### config.mk
export PLATFORM = sky130hd
export DESIGN_NAME = hls_target_udiv_21ns_8ns_13_seq
export DESIGN_NICKNAME = d
export VERILOG_FILES = /design/src/rtl/hls_target_div_pkg.sv /design/src/rtl/hls_target_udiv_step.sv /design/src/rtl/hls_target_udiv_21ns_8ns_13_seq.sv
export SDC_FILE = /design/constraint.sdc
export NUM_CORES = 1
export LEC_CHECK = 0
export ABC_AREA = 1
export BUFFER_PORTS_ARGS = -buffer_cell sky130_fd_sc_hd__buf_4
export CORE_ASPECT_RATIO = 0.6
export CORE_MARGIN = 5
export CORE_UTILIZATION = 35
export DETAILED_ROUTE_END_ITERATION = 7
export PLACE_DENSITY_LB_ADDON = 0.12
export SLEW_MARGIN = 20
export SYNTH_ARGS = -nofsm -noshare
export SYNTH_HDL_FRONTEND = slang
export SYNTH_HIERARCHICAL = 1
export SYNTH_SLANG_ARGS = --single-unit
### constraint.sdc
create_clock -name ap_clk -period 2.1 [get_ports ap_clk]
set_input_delay 0.105 -clock ap_clk [delete_from_list [all_inputs] [get_ports ap_clk]]
set_output_delay 0.105 -clock ap_clk [all_outputs]
set_load 0.02 [all_outputs]
### src/rtl/hls_target_div_pkg.sv
// hls_target_div_pkg: shared widths and FSM states for the sequential divider
package hls_target_div_pkg;
  localparam int DIVIDEND_W = 21;
  localparam int DIVISOR_W  = 8;
  localparam int QUOTIENT_W = 13;
  localparam int CNT_W      = $clog2(DIVIDEND_W);
  typedef enum logic [1:0] {
    IDLE = 2'd0,
    CALC = 2'd1,
    DONE = 2'd2
  } state_t;
endpackage

### src/rtl/hls_target_udiv_step.sv
// hls_target_udiv_step: one combinational restoring-division iteration
module hls_target_udiv_step #(
  parameter int DW = 8
) (
  input  logic [DW:0]   partial,
  input  logic          bit_in,
  input  logic [DW-1:0] divisor,
  output logic [DW:0]   rem_next,
  output logic          q_bit
);
  logic [DW+1:0] wide;
  // shift in the next dividend bit; subtract when the divisor fits
  always_comb begin
    wide     = {partial, bit_in};
    q_bit    = wide >= {2'b00, divisor};
    rem_next = (DW+1)'(q_bit ? wide - {2'b00, divisor} : wide);
  end
endmodule

### src/rtl/hls_target_udiv_21ns_8ns_13_seq.sv
// hls_target_udiv_21ns_8ns_13_seq: sequential restoring divider with saturating quotient
module hls_target_udiv_21ns_8ns_13_seq
  import hls_target_div_pkg::*;
#(
  parameter int DIVIDEND_WIDTH = DIVIDEND_W,
  parameter int DIVISOR_WIDTH  = DIVISOR_W,
  parameter int QUOTIENT_WIDTH = QUOTIENT_W
) (
  input  logic                      ap_clk,
  input  logic                      ap_rst_n,
  input  logic                      din_valid,
  output logic                      din_ready,
  input  logic [DIVIDEND_WIDTH-1:0] din0,
  input  logic [DIVISOR_WIDTH-1:0]  din1,
  output logic                      dout_valid,
  input  logic                      dout_ready,
  output logic [QUOTIENT_WIDTH-1:0] quot,
  output logic [DIVISOR_WIDTH-1:0]  rem,
  output logic                      ovf,
  output logic                      dbz
);
  localparam int CW = $clog2(DIVIDEND_WIDTH);
  state_t                    state_q, state_d;
  logic [CW-1:0]             cnt_q, cnt_d;
  logic [DIVIDEND_WIDTH-1:0] dividend_q, dividend_d;
  logic [DIVISOR_WIDTH-1:0]  divisor_q, divisor_d;
  logic [DIVISOR_WIDTH:0]    partial_q, partial_d;
  logic [DIVIDEND_WIDTH-1:0] quotient_q, quotient_d;
  logic [QUOTIENT_WIDTH-1:0] quot_q, quot_d;
  logic [DIVISOR_WIDTH-1:0]  rem_q, rem_d;
  logic                      ovf_q, ovf_d, dbz_q, dbz_d;
  logic [DIVISOR_WIDTH:0]    rem_next;
  logic                      q_bit;
  logic [DIVIDEND_WIDTH-1:0] q_next;
  logic                      last, hi_nz, zero_div;
  hls_target_udiv_step #(.DW(DIVISOR_WIDTH)) u_step (
    .partial  (partial_q),
    .bit_in   (dividend_q[DIVIDEND_WIDTH-1]),
    .divisor  (divisor_q),
    .rem_next (rem_next),
    .q_bit    (q_bit)
  );
  // next-state, datapath and result-register loading
  always_comb begin
    state_d    = state_q;
    cnt_d      = cnt_q;
    dividend_d = dividend_q;
    divisor_d  = divisor_q;
    partial_d  = partial_q;
    quotient_d = quotient_q;
    quot_d     = quot_q;
    rem_d      = rem_q;
    ovf_d      = ovf_q;
    dbz_d      = dbz_q;
    q_next     = (quotient_q << 1) | DIVIDEND_WIDTH'(q_bit);
    last       = cnt_q == CW'(DIVIDEND_WIDTH - 1);
    hi_nz      = |q_next[DIVIDEND_WIDTH-1:QUOTIENT_WIDTH];
    zero_div   = divisor_q == '0;
    case (state_q)
      IDLE: if (din_valid) begin
        state_d    = CALC;
        dividend_d = din0;
        divisor_d  = din1;
        partial_d  = '0;
        quotient_d = '0;
        cnt_d      = '0;
      end
      CALC: begin
        partial_d  = rem_next;
        dividend_d = dividend_q << 1;
        quotient_d = q_next;
        cnt_d      = cnt_q + CW'(1);
        if (last) begin
          state_d = DONE;
          dbz_d   = zero_div;
          ovf_d   = !zero_div && hi_nz;
          quot_d  = (zero_div || hi_nz) ? '1 : q_next[QUOTIENT_WIDTH-1:0];
          rem_d   = zero_div ? '0 : rem_next[DIVISOR_WIDTH-1:0];
        end
      end
      DONE: if (dout_ready) state_d = IDLE;
      default: state_d = IDLE;
    endcase
  end
  // state and datapath registers; reset discards any in-flight operation
  always_ff @(posedge ap_clk or negedge ap_rst_n) begin
    if (!ap_rst_n) begin
      state_q    <= IDLE;
      cnt_q      <= '0;
      dividend_q <= '0;
      divisor_q  <= '0;
      partial_q  <= '0;
      quotient_q <= '0;
      quot_q     <= '0;
      rem_q      <= '0;
      ovf_q      <= 1'b0;
      dbz_q      <= 1'b0;
    end else begin
      state_q    <= state_d;
      cnt_q      <= cnt_d;
      dividend_q <= dividend_d;
      divisor_q  <= divisor_d;
      partial_q  <= partial_d;
      quotient_q <= quotient_d;
      quot_q     <= quot_d;
      rem_q      <= rem_d;
      ovf_q      <= ovf_d;
      dbz_q      <= dbz_d;
    end
  end
  assign din_ready  = state_q == IDLE;
  assign dout_valid = state_q == DONE;
  assign quot       = quot_q;
  assign rem        = rem_q;
  assign ovf        = ovf_q;
  assign dbz        = dbz_q;
endmodule

==> run_results.csv <==
group,metric,value,unit
power,power,9.70,mW
power,peakVddDrop,0.000583,V
power,powerDensity,1770,nW/um2
global_route,globalRouteMet1Util,21.7,%
timing,setup_violations,0,
layout,nNetsFinal,638,
detailed_routing,drtIter0Drc,151,
layout,final_cell_mix,"nand2_1 (149), dfrtp_1 (88), inv_1 (73), buf_4 (62), nor2_1 (45)",
layout,area_growth_syn_to_layout,25.1,%
global_route,grt_pass1_wl,17.3,mm
timing,period_share,95.8,%
clock_network,cts.clk_slew.worst_paths,0.06,ns
clock_network,cts.sinks,88,
logic_synthesis,synth_nets,562,
global_route,grt.total_usage,14.6,%
floorplan,start_util,36.0,%
layout,fin_cells,764,
layout,num_antenna_cells,0,
placed_design,dpl_cell_area,4930,um2
timing,post-route-min-period,2.01,ns
timing,slew_violations,0,
placed_design,hpwl,7.31,mm
worst_setup_path,endpoint_kind,"register",
layout,drive_gt1_share,21.0,%
layout,nFillCells,1223,
logic_synthesis,ys_warn_count,6,
global_route,grt_overflow,0,
global_route,antenna_found_initial,0,
logic_synthesis,synth_edf_count,0,
logic_synthesis,synth_top_area_cell,"dfrtp_1",
logic_synthesis,synth_seq_cells,88,
placed_design,dpl.cell_count,727,
logic_synthesis,ys_seq_area_share,50.3,%
timing,relSlewSlack,58.0,%
logic_synthesis,postSynthCellCount,518,
logic_synthesis,avgSynthCellArea,8.44,um2
worst_setup_path,critPathKind,"reg -> reg",
layout,regArea,2200,um2
detailed_routing,wire_per_inst,13.6,um
power,p_leak,2.76,nW
detailed_routing,antenna_left,0,
global_route,grt.busiest_layer,"met1",
floorplan,pin_count,58,
placed_design,place.gp.congestion,0.858,
logic_synthesis,syn-cell-area,4370,um2
clock_network,cts_buffer_depth,2,
timing,worst_pin_slew,0.628,ns
clock_network,cts_root_buf,"clkbuf_16",
detailed_routing,first_pass_iters,4,
timing,fmax,497,MHz
global_route,first_global_vias,3379,
global_route,use_met2,21.6,%
global_route,grt_start_max_net_pins,50,
detailed_routing,drc,0,
floorplan,die_y,96.6,um
job,drv_cap,0,
layout,fin_area,5470,um2
logic_synthesis,synth.top_cells.by_area,"dfrtp_1 (50%), nand2_1 (13%), inv_1 (6.3%), nor2_1 (3.9%), o22ai_1 (3.7%)",
floorplan,die_x,154,um
floorplan,die_area,14900,um2
outcome,outcome,"complete, no violations",
worst_setup_path,critPathLaunchType,"register",
floorplan,core.rowCount,31,
floorplan,coreArea,12100,um2
global_route,use_met3,3.96,%
detailed_routing,vias_per_cell,4.55,
detailed_routing,finalWirelength,10.4,mm
worst_setup_path,cp_max_fo,5,
worst_setup_path,required,2.34,ns
layout,multi_input_area,1770,um2
logic_synthesis,ys_async_sr_fraction,100,%
clock_network,clock_latency,0.33,ns
logic_synthesis,synth_ff_type,"dfrtp_1",
clock_network,htree_levels,3,
layout,layout.cells.most_common,"nand2_1",
timing,hold_violations,0,
detailed_routing,vias,3480,
logic_synthesis,yosysTopAreaCellShare,50.3,%
clock_network,cts_tree,"built",
hold_path,hold_class,"in -> reg",
timing,tns,0,ns
timing,finalClockSkew,0.00990,ns
placed_design,io_buffers,57,
logic_synthesis,synth.distinct_cells,33,
clock_network,cts_buffers,9,
worst_setup_path,cp.arrival,2.25,ns
-- layout make-up --
cell class,count,area share (%)
clock buffer,12,4.87
clock inverter,4,0.937
inverter,80,5.49
multi-input combinational,333,32.4
sequential,88,40.2
tap,165,3.77
timing repair buffer,82,12.3
-- flip-flops by register name, indices dropped and copies added (netlist names) --
name	flops
state_q	2
quotient_q	20
cnt_q	5
divisor_q	8
quot	13
rem	8
dividend_q	21
dbz	1
partial_q	9
ovf	1
-- power breakdown --
group	switching (mW)	internal, mW	leakage [nW]	total, mW
logic	3.18	1.87	1.51	5.05
clock network	0.638	1.02	0.155	1.66
registers	0.504	2.49	1.10	2.99
total	4.32	5.38	2.76	9.70
-- path summary, 6_finish.rpt --
check	slack (ns)	start	depth (start not counted)	endpoint
worst max-delay path	0.09	dividend_q[20]	13	rem[1]
worst min-delay path	0.005	din0[7]	3	dividend_q[7]
worst max register to register	0.09	dividend_q[20]	13	rem[1]
worst min register to register	0.48	dividend_q[0]	2	dividend_q[0]
max in group asynchronous	1.15	ap_rst_n	3	divisor_q[1]
min in group asynchronous	0.30	ap_rst_n	2	quot[11]
-- metal layers --
layer,up-vias,share of wire (%)
li1,1778,-
met1,1641,53
met2,57,41
met3,4,5.0
met4,0,0.38
met5,-,0
-- worst max-delay path, stage by stage (launching register included) --
cell and delay, ns:
dfrtp_1 0.37, inv_1 0.06, ha_1 0.13, inv_1 0.07, fa_2 0.35, nand3_1 0.11
nand3_2 0.12, nand2_4 0.12, nand2_4 0.09, nor2_8 0.15, nand3_1 0.08, nand2_1 0.08
inv_1 0.07, o21ai_2 0.13
-- stage by stage --
stage | setup WS, ns | hold WS, ns | util [%]
after floorplan | 0.184 | -0.191 | -
final | 0.0880 | 0.00455 | 45.1
after global placement | 0.0877 | 0.120 | 40.6
after CTS | 0.000505 | 0.00189 | 44.8
after global routing | -0.0403 | 0.00989 | 45.1
after detailed placement | 0.0129 | 0.125 | 40.6
-- kinds of logic (layout without fill, tap and decap cells) --
family	after synthesis	count (layout)	share of synthesized area, %
fa+ha+maj	11	11	3.32
compound gates	69	69	10.5
xor+xnor	4	4	0.801
flops	88	88	50.3
simple gates	248	249	25.1
buf+inv	98	178	9.87
-- synth_stat cells (2+ instances only) --
cell	count
nand2_1	149
dfrtp_1	88
inv_1	73
nor2_1	45
nand3_1	30
o22ai_1	26
o21ai_0	18
ha_1	10
buf_2	9
inv_2	7
nor2_2	7
a21oi_2	6
buf_6	6
o21ai_1	6
o21ai_2	6
nand2_2	5
nand2_4	4
xor2_1	4
nand4_1	3
buf_4	2
nor2_8	2
-- what timing repair did --
item                                    4_1_cts  5_1_grt
resized for setup                             0       11
hold buffers                                 19        0
buffers inserted                              0        1
endpoints found under the setup margin        0       18
endpoints found under the hold margin        57        0
(Power assumes the default switching activity.)
